`config.mk`:
```
export PLATFORM = sky130hd
export DESIGN_NAME = vend_dispense_arbiter_flat
export DESIGN_NICKNAME = d
export VERILOG_FILES = /design/src/rtl/vend_dispense_arbiter_if.sv /design/src/rtl/vend_dispense_arbiter.sv /design/src/flat_wrapper.sv
export SDC_FILE = /design/constraint.sdc
export NUM_CORES = 1
export LEC_CHECK = 0
export CORE_MARGIN = 2
export CORE_UTILIZATION = 40
export DETAILED_ROUTE_END_ITERATION = 6
export DONT_BUFFER_PORTS = 1
export GPL_ROUTABILITY_DRIVEN = 0
export GPL_TIMING_DRIVEN = 0
export PLACE_DENSITY = 0.5
export SKIP_LAST_GASP = 1
export SYNTH_ARGS = -nofsm -noshare
export SYNTH_HDL_FRONTEND = slang
export SYNTH_SLANG_ARGS = --single-unit
```
`constraint.sdc`:
```
create_clock -name clk -period 4.8 [get_ports clk]
set_input_delay 0.96 -clock clk [delete_from_list [all_inputs] [get_ports clk]]
set_output_delay 0.96 -clock clk [all_outputs]
set_load 0.005 [all_outputs]
```
`src/rtl/vend_dispense_arbiter_if.sv`:
```
// Front-panel / dispenser signal bundle for the dispense arbiter.
// The master side drives requests and dispenser status; the slave side is the arbiter.
interface vend_dispense_arbiter_if;
  logic [1:0] req;
  logic       disp_done;
  logic       fault_clr;
  logic [1:0] gnt;
  logic       dispense;
  logic [1:0] ack;
  logic [1:0] nak;
  logic       busy;
  logic       fault;

  modport master (
    output req, disp_done, fault_clr,
    input  gnt, dispense, ack, nak, busy, fault
  );

  modport slave (
    input  req, disp_done, fault_clr,
    output gnt, dispense, ack, nak, busy, fault
  );
endinterface

```
`src/rtl/vend_dispense_arbiter.sv`:
```
// Round-robin arbiter sharing one dispenser between two front panels, with pour
// timeout, cool-down and operator-cleared fault. All outputs are registered.
module vend_dispense_arbiter #(
  parameter int unsigned POUR_MAX    = 8,
  parameter int unsigned COOL_CYCLES = 2
) (
  input  logic                   clk,
  input  logic                   rst_n,
  vend_dispense_arbiter_if.slave bus
);

  typedef enum logic [2:0] {
    S_IDLE  = 3'd0,
    S_GRANT = 3'd1,
    S_POUR  = 3'd2,
    S_COOL  = 3'd3,
    S_FAULT = 3'd4
  } state_t;

  localparam logic [7:0] POUR_LAST = 8'(POUR_MAX - 1);
  localparam logic [7:0] COOL_LAST = 8'(COOL_CYCLES - 1);

  state_t     state_q;
  logic       ptr_q;
  logic       win_q;
  logic [7:0] pour_cnt_q;
  logic [7:0] cool_cnt_q;
  logic [1:0] gnt_q;
  logic [1:0] ack_q;
  logic [1:0] nak_q;
  logic       dispense_q;
  logic       busy_q;
  logic       fault_q;

  logic       win_d;

  function automatic logic [1:0] onehot(input logic panel);
    return panel ? 2'b10 : 2'b01;
  endfunction

  // A lone requester wins outright; on a tie the panel not served last wins.
  always_comb begin
    win_d = bus.req[1];
    if (bus.req == 2'b11) begin
      win_d = ~ptr_q;
    end
  end

  always_ff @(posedge clk or negedge rst_n) begin
    if (!rst_n) begin
      state_q    <= S_IDLE;
      ptr_q      <= 1'b1;
      win_q      <= 1'b0;
      pour_cnt_q <= 8'd0;
      cool_cnt_q <= 8'd0;
      gnt_q      <= 2'b00;
      ack_q      <= 2'b00;
      nak_q      <= 2'b00;
      dispense_q <= 1'b0;
      busy_q     <= 1'b0;
      fault_q    <= 1'b0;
    end else begin
      ack_q <= 2'b00;
      nak_q <= 2'b00;
      case (state_q)
        S_IDLE: begin
          if (|bus.req) begin
            state_q <= S_GRANT;
            win_q   <= win_d;
            ptr_q   <= win_d;
            gnt_q   <= onehot(win_d);
            busy_q  <= 1'b1;
          end
        end
        S_GRANT: begin
          state_q    <= S_POUR;
          pour_cnt_q <= 8'd0;
          dispense_q <= 1'b1;
        end
        S_POUR: begin
          // Completion takes priority over a timeout landing on the same cycle.
          if (bus.disp_done) begin
            state_q    <= S_COOL;
            cool_cnt_q <= 8'd0;
            gnt_q      <= 2'b00;
            dispense_q <= 1'b0;
            ack_q      <= onehot(win_q);
          end else if (pour_cnt_q == POUR_LAST) begin
            state_q    <= S_FAULT;
            gnt_q      <= 2'b00;
            dispense_q <= 1'b0;
            nak_q      <= onehot(win_q);
            fault_q    <= 1'b1;
          end else begin
            pour_cnt_q <= pour_cnt_q + 8'd1;
          end
        end
        S_COOL: begin
          if (cool_cnt_q == COOL_LAST) begin
            state_q <= S_IDLE;
            busy_q  <= 1'b0;
          end else begin
            cool_cnt_q <= cool_cnt_q + 8'd1;
          end
        end
        S_FAULT: begin
          if (bus.fault_clr) begin
            state_q <= S_IDLE;
            fault_q <= 1'b0;
            busy_q  <= 1'b0;
          end
        end
        default: begin
          state_q    <= S_IDLE;
          gnt_q      <= 2'b00;
          dispense_q <= 1'b0;
          busy_q     <= 1'b0;
          fault_q    <= 1'b0;
        end
      endcase
    end
  end

  assign bus.gnt      = gnt_q;
  assign bus.dispense = dispense_q;
  assign bus.ack      = ack_q;
  assign bus.nak      = nak_q;
  assign bus.busy     = busy_q;
  assign bus.fault    = fault_q;

endmodule

```
`src/flat_wrapper.sv`:
```
// flat-port wrapper written by rule: the top's interface ports become plain ports
module vend_dispense_arbiter_flat 
#(
  parameter int unsigned POUR_MAX    = 8,
  parameter int unsigned COOL_CYCLES = 2
)
  (clk, rst_n, bus_req, bus_disp_done, bus_fault_clr, bus_gnt, bus_dispense, bus_ack, bus_nak, bus_busy, bus_fault);
  vend_dispense_arbiter_if bus_i ();
  input  logic clk;
  input  logic rst_n;
  input wire logic [$bits(bus_i.req)-1:0] bus_req;
  input wire logic [$bits(bus_i.disp_done)-1:0] bus_disp_done;
  input wire logic [$bits(bus_i.fault_clr)-1:0] bus_fault_clr;
  output wire logic [$bits(bus_i.gnt)-1:0] bus_gnt;
  output wire logic [$bits(bus_i.dispense)-1:0] bus_dispense;
  output wire logic [$bits(bus_i.ack)-1:0] bus_ack;
  output wire logic [$bits(bus_i.nak)-1:0] bus_nak;
  output wire logic [$bits(bus_i.busy)-1:0] bus_busy;
  output wire logic [$bits(bus_i.fault)-1:0] bus_fault;
  assign bus_i.req = bus_req;
  assign bus_i.disp_done = bus_disp_done;
  assign bus_i.fault_clr = bus_fault_clr;
  assign bus_gnt = bus_i.gnt;
  assign bus_dispense = bus_i.dispense;
  assign bus_ack = bus_i.ack;
  assign bus_nak = bus_i.nak;
  assign bus_busy = bus_i.busy;
  assign bus_fault = bus_i.fault;
  vend_dispense_arbiter #(.POUR_MAX(POUR_MAX), .COOL_CYCLES(COOL_CYCLES)) u_core (.clk(clk), .rst_n(rst_n), .bus(bus_i));
endmodule
```
After elaboration in Yosys (flattened, before gate mapping) --
Index checks and enable logic that the tools add are counted.
Word-level totals: bits of input ports 6, bits in registers 30, word-level logic and storage cells 84, output and inout port bits 9
Cells by class: reductions and logical operators 16, equal/unequal tests 16, add/sub/neg operators 2, multiplexer cells 34, bitwise operators 5
Operator list (count):
- 8-bit two-way mux | 4
- 8-bit case mux with 2 select lines | 2
- 2-bit two-way mux | 10
- 8-bit by 1-bit adder with 8-bit output, second input constant | 2
- 3-bit two-way mux | 5
- 3-bit case mux with 5 select lines | 1
- 4-bit AND reduction | 3
- 2-bit inequality test, second input constant | 5
- 3-bit AND reduction | 3
- 3-bit OR reduction | 3
- 8-bit by 1-bit == test with 1-bit output, second input constant | 1
- 8-bit by 3-bit == test with 1-bit output, second input constant | 1
- 1-bit two-way mux | 8
- 3-bit by 2-bit == test with 1-bit output, second input constant | 2
- 2-bit by 1-bit inequality test with 1-bit output, second input constant | 3
- 1-bit case mux with 3 select lines | 2
- 2-bit case mux with 3 select lines | 1
- 1-bit NOT | 5
- 1-bit case mux with 4 select lines | 1
- 2-bit AND reduction | 2
- 2-bit nonzero test | 2
- 2-bit OR reduction | 2
- 3-bit by 1-bit == test with 1-bit output, second input constant | 1
- 3-bit == test, second input constant | 1
- other kinds (3) | 3

Longest topological paths before layout --
word-level depth 5, depth in mapped cells 6, gate-level depth less buffers 6

Least setup slack after synthesis --
No wires, ideal clock.
path kind input to register, start point in bus_disp_done, end point reg u_core.pour_cnt_q[7], setup time 0.110 ns, buffers on the path 1, arrival time 1.873 ns, path slack 2.816 ns, stages on the path 4, cells stage by stage nor4b_2 -> o21ai_2 -> buf_4 -> o41ai_1
On the way: word-level cells in the longest chain between the ends 2
RTL lines:
- start, declared | line flat_wrapper.sv:12 | input wire logic [$bits(bus_i.disp_done)-1:0] bus_disp_done;
- 2-bit inequality test (no line)
- 3-bit AND reduction (no line)
- end signal, assigned | line vend_dispense_arbiter.sv:95 | pour_cnt_q <= pour_cnt_q + 8'd1;
- end, declared | line vend_dispense_arbiter.sv:26 | logic [7:0] pour_cnt_q;
Every way passes these cells. A chain may end at the register's enable or synchronous reset.

Worst setup path after layout --
start point reg u_core.state_q[2], end point reg u_core.cool_cnt_q[1]
On the way: word-level cells in the longest chain between the ends 3, elaborated cells on any way between the ends 7, classes of those cells 4 x eq/ne; 1 x mux; 2 x reduce/logical
RTL lines:
- start, declared | line vend_dispense_arbiter.sv:23 | state_t state_q;
- start signal, assigned | line vend_dispense_arbiter.sv:51 | state_q <= S_IDLE;
- start signal, assigned | line vend_dispense_arbiter.sv:68 | state_q <= S_GRANT;
- start signal, assigned | line vend_dispense_arbiter.sv:76 | state_q <= S_POUR;
- 3-bit by 2-bit == test with 1-bit output | line vend_dispense_arbiter.sv:65 | case (state_q)
- 2-bit inequality test (no line) or 2-bit nonzero test (tied branches)
- 3-bit AND reduction (no line)
- end signal, assigned | line vend_dispense_arbiter.sv:103 | cool_cnt_q <= cool_cnt_q + 8'd1;
- end, declared | line vend_dispense_arbiter.sv:27 | logic [7:0] cool_cnt_q;
Several ways; a longest one is shown, not always the timed one.

==> results.py <==
metrics = {
    "setup_path": {
        "critical_path_arrival_ns": 2.19,
        "end_kind": "register",
        "startpoint_type": "register",
        "crit_type": "register to register",
        "cp_data_required_time_ns": 4.94,
        "cp_max_fo": 10,
    },
    "clocking": {
        "cts-root-buf": "clkbuf_8",
        "cts_hold_buffers": 0,
        "postCtsSetupBuffers": 0,
        "cts_resized": 0,
        "worstSkewPairLatency_ns": 0.28,
        "cts_tree": "yes",
        "clkSinkCount": 30,
        "cts.clk_slew.worst_paths_ns": 0.07,
        "cts_max_level": 2,
        "cts_buffers": 5,
        "clk_path_buf_depth": 2,
    },
    "route": {
        "ant_nets": 0,
        "vias": 1195,
        "drt_first_pass_iters": 4,
        "drc": 0,
        "drtIter0Drc": 44,
        "wl_mm": 3.03,
        "wire_per_inst_um": 14.0,
        "avgViaCountPerCell": 5.51,
    },
    "yosys": {
        "synth_top_family_by_area": "simple AND/OR/NAND/NOR gates",
        "synth-adder-area-share_pct": 2.46,
        "ys_warn_count": 0,
        "yosysUniqueCellTypes": 41,
        "ys_seq_area_share_pct": 49.3,
        "synth.avg_cell_area_um2": 9.47,
        "synth_nets": 170,
        "synthMuxAreaShare_pct": 1.31,
        "synth_edf_count": 0,
        "synth-compound-area-share_pct": 18.5,
        "syn-cell-area_mm2": 0.00152,
        "synthXorXnorAreaFrac_pct": 0,
        "synth_async_sr_flop_share_pct": 100,
        "synth_cells": 161,
        "synth-simple-area-share_pct": 24.2,
        "synthFlopType": "dfrtp_1",
        "synth_seq_cells": 30,
    },
    "timing": {
        "post-route-period-util_pct": 42.7,
        "fmax_mhz": 487,
        "drv_slew": 0,
        "finalCriticalPeriod_ns": 2.05,
        "finalHoldViolations": 0,
        "rsz0062_at_grt": "no",
        "final.setup.tns_ns": 0,
        "setup_viol": 0,
        "finClkSkew_ns": 0.00760,
        "max_slew_margin_pct": 48.5,
        "worst_pin_slew_ns": 0.771,
    },
    "final_layout": {
        "layout_common_cells": "dfrtp_1 (29), nand2_1 (16), nand3_1 (15)",
        "layout_commonest_cell": "dfrtp_1",
        "syn2layout_area_growth_pct": 11.1,
        "drive_gt1_share_pct": 11.8,
        "multi_input_area_um2": 708,
        "fin_nets": 177,
        "fillCellCount": 359,
        "antennaDiodeCount": 0,
        "ff_latch_area_um2": 752,
        "final_cells": 217,
    },
    "floorplanning": {
        "initial_core_util_pct": 41.6,
        "dieHeight_um": 65.7,
        "fp.dieW_um": 65.7,
        "io_pins": 15,
        "coreArea_mm2": 0.00366,
        "placementRows": 22,
        "die_area_mm2": 0.00432,
    },
    "run_status": {
        "status": "completed",
    },
    "global_routing": {
        "grt_pass1_vias": 1087,
        "grt_use_total_pct": 16.4,
        "grt_start_max_net_pins": 31,
        "antenna_found_initial": 0,
        "grt_remaining_overflow": 0,
        "grt_pass1_wl_mm": 5.24,
    },
    "min_path": {
        "min_path_type": "primary input to asynchronous set/reset pin",
    },
    "power_and_ir_drop": {
        "power.density_mw_per_mm2": 536,
        "p_leak_nw": 0.768,
        "ir_worst_vdd_mv": 0.261,
    },
    "place": {
        "portBuffers": 0,
        "hpwl_mm": 2.15,
        "dp.cells": 209,
    },
    "run": {
        "max_cap_viol_count": 0,
    },
}
synthesized netlist by cell type (3+ instances only):
cell type	n	area, µm²
dfrtp_1	29	726
nand2_1	16	60.1
nand3_1	15	75.1
nor2_1	14	52.6
o21ai_0	13	65.1
a21oi_1	6	30.0
nor3_1	6	30.0
a31oi_1	5	31.3
inv_1	5	18.8
a21o_1	3	22.5
buf_1	3	11.3
buf_2	3	15.0
clkbuf_1	3	11.3
ha_1	3	37.5
nand3b_1	3	22.5
nand4_1	3	18.8
cells by family (layout without fill, tap and decap cells):
family	after synthesis	count (layout)
AND/OR/NAND/NOR	71	71
adder cells (fa/ha/maj)	3	3
buffers and inverters	15	23
flip-flops	30	30
multiplexers	2	2
AO/OA/AOI/OAI	40	40
power breakdown:
part           switching [mW]  internal [mW]  leakage (nW)
clock                  0.0966          0.153        0.0579
combinational           0.181          0.118         0.312
sequential             0.0437          0.315         0.398
critical path, cell delays in order (launching register included):
cell and delay, ns:
dfrtp_1 0.37, clkbuf_1 0.22, nor3b_1 0.69, nand2_1 0.36
nand3_1 0.16, o21ai_0 0.10
worst paths after layout:
kind | cells after the start | to | startpoint | slack, ns
worst min-delay path | 0 | u_core.cool_cnt_q[4]$_DFFE_PN0P_ | rst_n | 0.36
worst max register to register | 5 | u_core.cool_cnt_q[1]$_DFFE_PN0P_ | u_core.state_q[2]$_DFFE_PN0P_ | 2.75
worst min register to register | 1 | u_core.bus.nak[0]$_DFF_PN0_ | u_core.win_q$_DFFE_PN0P_ | 0.45
max in group asynchronous | 0 | u_core.ptr_q$_DFFE_PN1P_ | rst_n | 4.26
min in group clk | 1 | u_core.bus.nak[0]$_DFF_PN0_ | u_core.win_q$_DFFE_PN0P_ | 0.45
worst max-delay path | 5 | u_core.cool_cnt_q[1]$_DFFE_PN0P_ | u_core.state_q[2]$_DFFE_PN0P_ | 2.75
registers in the layout (all words and copies together) (netlist names):
name,cells
u_core.bus.gnt,2
u_core.bus.nak,2
u_core.win_q,1
u_core.cool_cnt_q,8
u_core.ptr_q,1
u_core.pour_cnt_q,8
u_core.bus.ack,2
u_core.bus.busy,1
u_core.bus.fault,1
u_core.state_q,3
u_core.bus.dispense,1
routing by layer:
metal  GRT usage (%)  part of all wire [%]
met1            21.6                    48
met2            25.3                    47
met3            5.14                   3.1
met4            6.25                   1.6
met5               0                     0
per-stage QoR:
stage / power [mW] / hold slack [ns] / cell area (µm²) / util [%] / setup slack, ns
5_1_grt: 0.982 / 0.346 / 1690 / 46.2 / 2.57
6_report: 0.907 / 0.364 / 1690 / 46.2 / 2.75
2_1_floorplan: 0.594 / 0.426 / 1520 / - / 2.82
3_3_place_gp: 0.658 / 0.439 / 1580 / 43.3 / 2.70
3_5_place_dp: 0.666 / 0.439 / 1580 / 43.3 / 2.67
4_1_cts: 0.922 / 0.354 / 1690 / 46.2 / 2.75
layout make-up:
type                            count  share of cell area [%]
Multi-Input combinational cell    116                    41.8
Clock buffer                        5                    4.07
Inverter                            5                    1.11
Sequential cell                    30                    44.4
Tap cell                           48                    3.55
Clock inverter                      3                    2.37
Buffer                             10                    2.66
Power figures use the tool's default switching activity.
